[config.mk]
export PLATFORM = sky130hd
export DESIGN_NAME = cipher_dispatch
export DESIGN_NICKNAME = d
export VERILOG_FILES = /design/src/rtl/cipher_dispatch.sv
export SDC_FILE = /design/constraint.sdc
export NUM_CORES = 1
export LEC_CHECK = 0
export ABC_CLOCK_PERIOD_IN_PS = 3450
export CELL_PAD_IN_SITES_DETAIL_PLACEMENT = 2
export CELL_PAD_IN_SITES_GLOBAL_PLACEMENT = 2
export CORE_UTILIZATION = 30
export DETAILED_ROUTE_END_ITERATION = 8
export PLACE_DENSITY = 0.65
export SLEW_MARGIN = 20
export SYNTH_ARGS = -nofsm -noshare
export SYNTH_HDL_FRONTEND = slang
export SYNTH_SLANG_ARGS = --single-unit
[constraint.sdc]
create_clock -name clk_sys -period 3.45 [get_ports clk_sys]
set_input_delay 0.69 -clock clk_sys [delete_from_list [all_inputs] [get_ports clk_sys]]
set_output_delay 0.69 -clock clk_sys [all_outputs]
set_load 0.01 [all_outputs]
[src/rtl/cipher_dispatch.sv]
// Dispatch/collect unit: serialises master words into per-engine symbols and
// merges engine outputs into one buffered stream with sticky error flags.
module cipher_dispatch #(
  parameter int MST_DWIDTH = 32,
  parameter int SYS_DWIDTH = 8,
  parameter int NUM_CH     = 3,
  parameter int SEL_WIDTH  = 2,
  parameter int FIFO_DEPTH = 8
) (
  input  logic                         clk_sys,
  input  logic                         rst_n,
  input  logic [SEL_WIDTH-1:0]         select,
  input  logic [MST_DWIDTH-1:0]        data_i,
  input  logic                         valid_i,
  output logic                         busy,
  output logic [NUM_CH*SYS_DWIDTH-1:0] ch_data_o,
  output logic [NUM_CH-1:0]            ch_valid_o,
  input  logic [NUM_CH-1:0]            ch_busy_i,
  input  logic [NUM_CH*SYS_DWIDTH-1:0] ch_data_i,
  input  logic [NUM_CH-1:0]            ch_valid_i,
  output logic [SYS_DWIDTH-1:0]        data_o,
  output logic                         valid_o,
  input  logic                         ready_i,
  input  logic                         clr_i,
  output logic                         err_sel,
  output logic                         err_collide,
  output logic                         err_ovf
);

  localparam int N    = MST_DWIDTH / SYS_DWIDTH;
  localparam int CW   = $clog2(N + 1);
  localparam int AW   = $clog2(FIFO_DEPTH);
  localparam int SELN = 2 ** SEL_WIDTH;
  localparam int CHW  = NUM_CH * SYS_DWIDTH;

  typedef enum logic {IDLE, SHIFT} state_e;

  state_e                 state_q;
  logic                   busy_q;
  logic [MST_DWIDTH-1:0]  sh_q;
  logic [SEL_WIDTH-1:0]   sel_q;
  logic [CW-1:0]          cnt_q;
  logic [NUM_CH-1:0]      chv_q;
  logic [CHW-1:0]         chd_q;
  logic                   err_sel_q, err_collide_q, err_ovf_q;

  logic [SELN-1:0]        busy_pad;
  logic                   sel_ok;

  assign busy_pad = SELN'(ch_busy_i);
  assign sel_ok   = int'(select) < NUM_CH;

  // cnt_q counts symbols already issued; the first symbol is issued on the
  // accepting edge so symbols occupy cycles T+1..T+N and busy drops at T+N+1.
  always_ff @(posedge clk_sys or negedge rst_n) begin
    if (!rst_n) begin
      state_q <= IDLE;
      busy_q  <= 1'b0;
      sh_q    <= '0;
      sel_q   <= '0;
      cnt_q   <= '0;
      chv_q   <= '0;
      chd_q   <= '0;
    end else begin
      chv_q <= '0;
      chd_q <= '0;
      case (state_q)
        IDLE: begin
          if (valid_i && sel_ok) begin
            state_q <= SHIFT;
            busy_q  <= 1'b1;
            sel_q   <= select;
            if (!busy_pad[select]) begin
              chv_q <= NUM_CH'(1) << select;
              chd_q <= CHW'(data_i[MST_DWIDTH-1 -: SYS_DWIDTH]) << (int'(select) * SYS_DWIDTH);
              sh_q  <= data_i << SYS_DWIDTH;
              cnt_q <= CW'(1);
            end else begin
              sh_q  <= data_i;
              cnt_q <= '0;
            end
          end
        end
        SHIFT: begin
          if (cnt_q == CW'(N)) begin
            state_q <= IDLE;
            busy_q  <= 1'b0;
          end else if (!busy_pad[sel_q]) begin
            chv_q <= NUM_CH'(1) << sel_q;
            chd_q <= CHW'(sh_q[MST_DWIDTH-1 -: SYS_DWIDTH]) << (int'(sel_q) * SYS_DWIDTH);
            sh_q  <= sh_q << SYS_DWIDTH;
            cnt_q <= cnt_q + 1'b1;
          end
        end
        default: state_q <= IDLE;
      endcase
    end
  end

  assign busy       = busy_q;
  assign ch_valid_o = chv_q;
  assign ch_data_o  = chd_q;

  // Collect: lowest-index valid engine wins.
  logic [SYS_DWIDTH-1:0] push_data;
  logic                  push, collide;

  always_comb begin
    push_data = '0;
    push      = 1'b0;
    for (int unsigned k = 0; k < NUM_CH; k++) begin
      if (ch_valid_i[k] && !push) begin
        push      = 1'b1;
        push_data = ch_data_i[k*SYS_DWIDTH +: SYS_DWIDTH];
      end
    end
  end

  assign collide = |(ch_valid_i & (ch_valid_i - NUM_CH'(1)));

  logic [SYS_DWIDTH-1:0] mem_q [FIFO_DEPTH];
  logic [AW-1:0]         wr_q, rd_q, rd_d;
  logic [AW:0]           cnt_f_q, cnt_f_d;
  logic [SYS_DWIDTH-1:0] data_q, head_d;
  logic                  valid_q, full, pop, do_push, ovf_evt, sel_evt;

  assign full    = cnt_f_q == (AW+1)'(FIFO_DEPTH);
  assign pop     = valid_q && ready_i;
  assign do_push = push && (!full || pop);
  assign ovf_evt = push && full && !pop;
  assign sel_evt = (state_q == IDLE) && valid_i && !sel_ok;
  assign rd_d    = pop ? rd_q + 1'b1 : rd_q;

  always_comb begin
    cnt_f_d = cnt_f_q;
    if (do_push && !pop)      cnt_f_d = cnt_f_q + 1'b1;
    else if (pop && !do_push) cnt_f_d = cnt_f_q - 1'b1;
    head_d = (do_push && rd_d == wr_q) ? push_data : mem_q[rd_d];
  end

  always_ff @(posedge clk_sys) begin
    if (do_push) mem_q[wr_q] <= push_data;
  end

  always_ff @(posedge clk_sys or negedge rst_n) begin
    if (!rst_n) begin
      wr_q          <= '0;
      rd_q          <= '0;
      cnt_f_q       <= '0;
      data_q        <= '0;
      valid_q       <= 1'b0;
      err_sel_q     <= 1'b0;
      err_collide_q <= 1'b0;
      err_ovf_q     <= 1'b0;
    end else begin
      if (do_push) wr_q <= wr_q + 1'b1;
      rd_q          <= rd_d;
      cnt_f_q       <= cnt_f_d;
      valid_q       <= cnt_f_d != '0;
      data_q        <= (cnt_f_d != '0) ? head_d : '0;
      err_sel_q     <= (err_sel_q     & ~clr_i) | sel_evt;
      err_collide_q <= (err_collide_q & ~clr_i) | collide;
      err_ovf_q     <= (err_ovf_q     & ~clr_i) | ovf_evt;
    end
  end

  assign data_o      = data_q;
  assign valid_o     = valid_q;
  assign err_sel     = err_sel_q;
  assign err_collide = err_collide_q;
  assign err_ovf     = err_ovf_q;

endmodule

==> impl_metrics.toml <==
[sta]
clock_skew_ns = 0.0133
fin_crit_ns = 3.14
rsz0062_at_grt = "no"
worst_slack_ns = 0.314
finalSetupViolCount = 0
worst_pin_slew_ns = 1.11
fmax_mhz = 319
maxSlewViolCount = 0
timing.final.hold_violations = 0
fin_crit_sh_pct = 90.9
relSlewSlack_pct = 25.1

[worst_setup_path]
cp.arrival_ns = 3.44
crit_type = "in2reg"
end_kind = "flop"
crit_fanout = 21
critical_path_required_ns = 3.75
start_kind = "input port"

[power]
intPower_uw = 5020
clkPwrFrac_pct = 22.3
switchingPower_uw = 2970
pwr-share-seq_pct = 36.4
power_leakage_uw = 0.00354
combPwrFrac_pct = 41.2
switching_share_pct = 37.2
ir_worst_vdd_v = 0.000391
p_per_area_mw_per_mm2 = 909

[clock_network]
cts_made_buffers = 17
cts_tree = "yes"
hold_buffers = 0
cts_max_level = 4
clk_latency_ns = 0.43
path_clk_slew_ns = 0.07
post-cts-setup-buffers = 0
clock-sinks = 152
cts-resized-gates = 0
clockRootBuffer = "clkbuf_16"
cts.path.max_buffers = 2

[synth]
synth_area_per_cell_sq_um = 11.7
ys.flop_type = "dfrtp_1"
synth-seq-cells = 152
yosysSeqAreaShare_pct = 61.4
yosys.area.top_type = "dfrtp_1"
synth_area_sq_mm = 0.00672
ys_warn_count = 0
synth_top_cell_area_share_pct = 32.8
syn-instance-count = 573
synth_async_sr_flop_share_pct = 57.9
ys_top_cells_by_area = "dfrtp_1, edfxtp_1, a22o_1"
synth_cell_types = 51
synth-edff-count = 64
synth_fp_nets = 648

[routing]
wirelength_mm = 21.1
drc = 0
vias_per_cell = 5.15
ant_nets = 0
wl_per_cell_microns = 21.4
drt-initial-drc-count = 192
dr_total_vias = 5081
dr.pass1.iters = 6

[die]
die_area_sq_mm = 0.0230
ios = 109
die_w_microns = 152
die_h_microns = 152
core_region_area_sq_mm = 0.0219
start_util_pct = 30.7
num_rows = 54

[place]
place_inst = 955
portBuffers = 108
gp_congestion = 0.783
dp_hpwl_mm = 14.8
dp_slack_ns = -0.0301

[global_routing]
grt_usage_pct = 19.6
grt_pass1_vias = 5688
grt_pass1_wl_mm = 32.9
met3_usage_pct = 4.31
antenna_found_initial = 1
grt_max_degree = 57
grt_most_used_layer = "met2"
grtUsageMet2_pct = 34.3
gr-usage-met1_pct = 23.9
overflow = 0

[layout]
instances_no_fill = 987
layout_common_cells = "clkdlybuf4s50_1, dfrtp_1, nand2_1"
finalNetCount = 769
areaGrowthSynthToFinish_pct = 31.0
nFillCells = 2261
layout_commonest_cell = "clkdlybuf4s50_1"
drive_gt1_share_pct = 12.3
antennaDiodeCount = 0

[flow_run]
cap_violations = 0

[run_status]
status = "finished, final reports clean"

[min_path]
hold_path.class = "in2async"
-- critical path, cell delays in order --
cell             delay (ns)
clkdlybuf4s50_1        0.45
and2_1                 0.23
xnor2_2                0.84
buf_4                  0.42
nor2b_1                0.09
a211oi_1               0.29
a211oi_1               0.10
o311a_1                0.32
-- Yosys cell counts (all sizes together), types with 6 or more instances --
library cell and instances:
o21ai 13, nor2b 9, a31oi 24, mux4 7, buf 10, ha 6, o311a 7, a21oi 30
a22oi 9, nor3 6, nor2 66, a211oi 16, nand2b 7, mux2i 16, xnor2 8, dfrtp 88
inv 10, edfxtp 64, clkbuf 27, a22o 33, nand2 73, and2 9
-- power by group through the flow --
stage / Combinational (uW) / Sequential [uW] / Clock [uW]
after floorplan: 2130 / 2850 / 0
after detailed placement: 3310 / 2940 / 0
after global placement: 3150 / 2910 / 0
final: 3290 / 2910 / 1780
after CTS: 3370 / 2920 / 1830
after global routing: 3630 / 2980 / 1910
-- layout make-up --
| class | instances | area (sq um) | share of cell area (%) |
|---|---|---|---|
| well taps | 280 | 350 | 3.98 |
| clock inverters | 12 | 82.6 | 0.939 |
| flip-flops and latches | 152 | 4120 | 46.9 |
| multi-input cells | 374 | 2410 | 27.4 |
| repair buffers | 139 | 1310 | 14.9 |
| clock buffers | 20 | 478 | 5.43 |
| inverters | 10 | 37.5 | 0.427 |
-- metal layers --
layer	up-vias	wire [microns]
met1	2618	9120
met4	0	306
met2	110	10900
met3	25	854
li1	2328	-
met5	-	0
-- sequential cells by signal, indices dropped and copies added, names as in the netlist, 2 cells and up --
register    cells
mem_q          64
cnt_q           3
rd_q            3
cnt_f_q         4
data_o          8
sh_q           32
sel_q           2
ch_data_o      24
ch_valid_o      3
wr_q            3
-- worst paths after layout --
kind | from | endpoint | slack (ns) | depth (start not counted)
min | rst_n | ch_valid_o[2]$_DFF_PN0_ | 0.32 | 1
max | ready_i | data_o[2]$_DFF_PN0_ | 0.31 | 8
max in group asynchronous | rst_n | sh_q[17]$_DFFE_PN0P_ | 2.30 | 2
max reg2reg | valid_o$_DFF_PN0_ | data_o[2]$_DFF_PN0_ | 0.59 | 7
min in group clk_sys | busy$_DFFE_PN0P_ | busy$_DFFE_PN0P_ | 0.50 | 2
min reg2reg | busy$_DFFE_PN0P_ | busy$_DFFE_PN0P_ | 0.50 | 2
-- cell families (layout without fill, tap and decap cells) --
logic type	Yosys count	after routing	synth area share (%)
AOI/OAI and AO/OA	140	140	14.7
xor gates and xnor gates	10	10	1.53
adders and majority gates	6	6	1.12
buffers and inverters	47	181	2.91
DFF	152	152	61.4
muxes	24	24	4.96
and+or+nand+nor	194	194	13.4
-- stage by stage --
stage	TNS (ns)	cell area [sq um]	util [%]	power, uW	hold WS (ns)
final	0	8800	40.2	7990	0.322
after global routing	0	8800	40.2	8520	0.377
after CTS	0	8800	40.2	8120	0.371
after detailed placement	-0.0304	8240	37.6	6250	0.491
after global placement	0	8240	37.6	6060	0.473
after floorplan	0	6720	-	4980	0.394
Note: power is estimated with default switching activity, not from simulation.
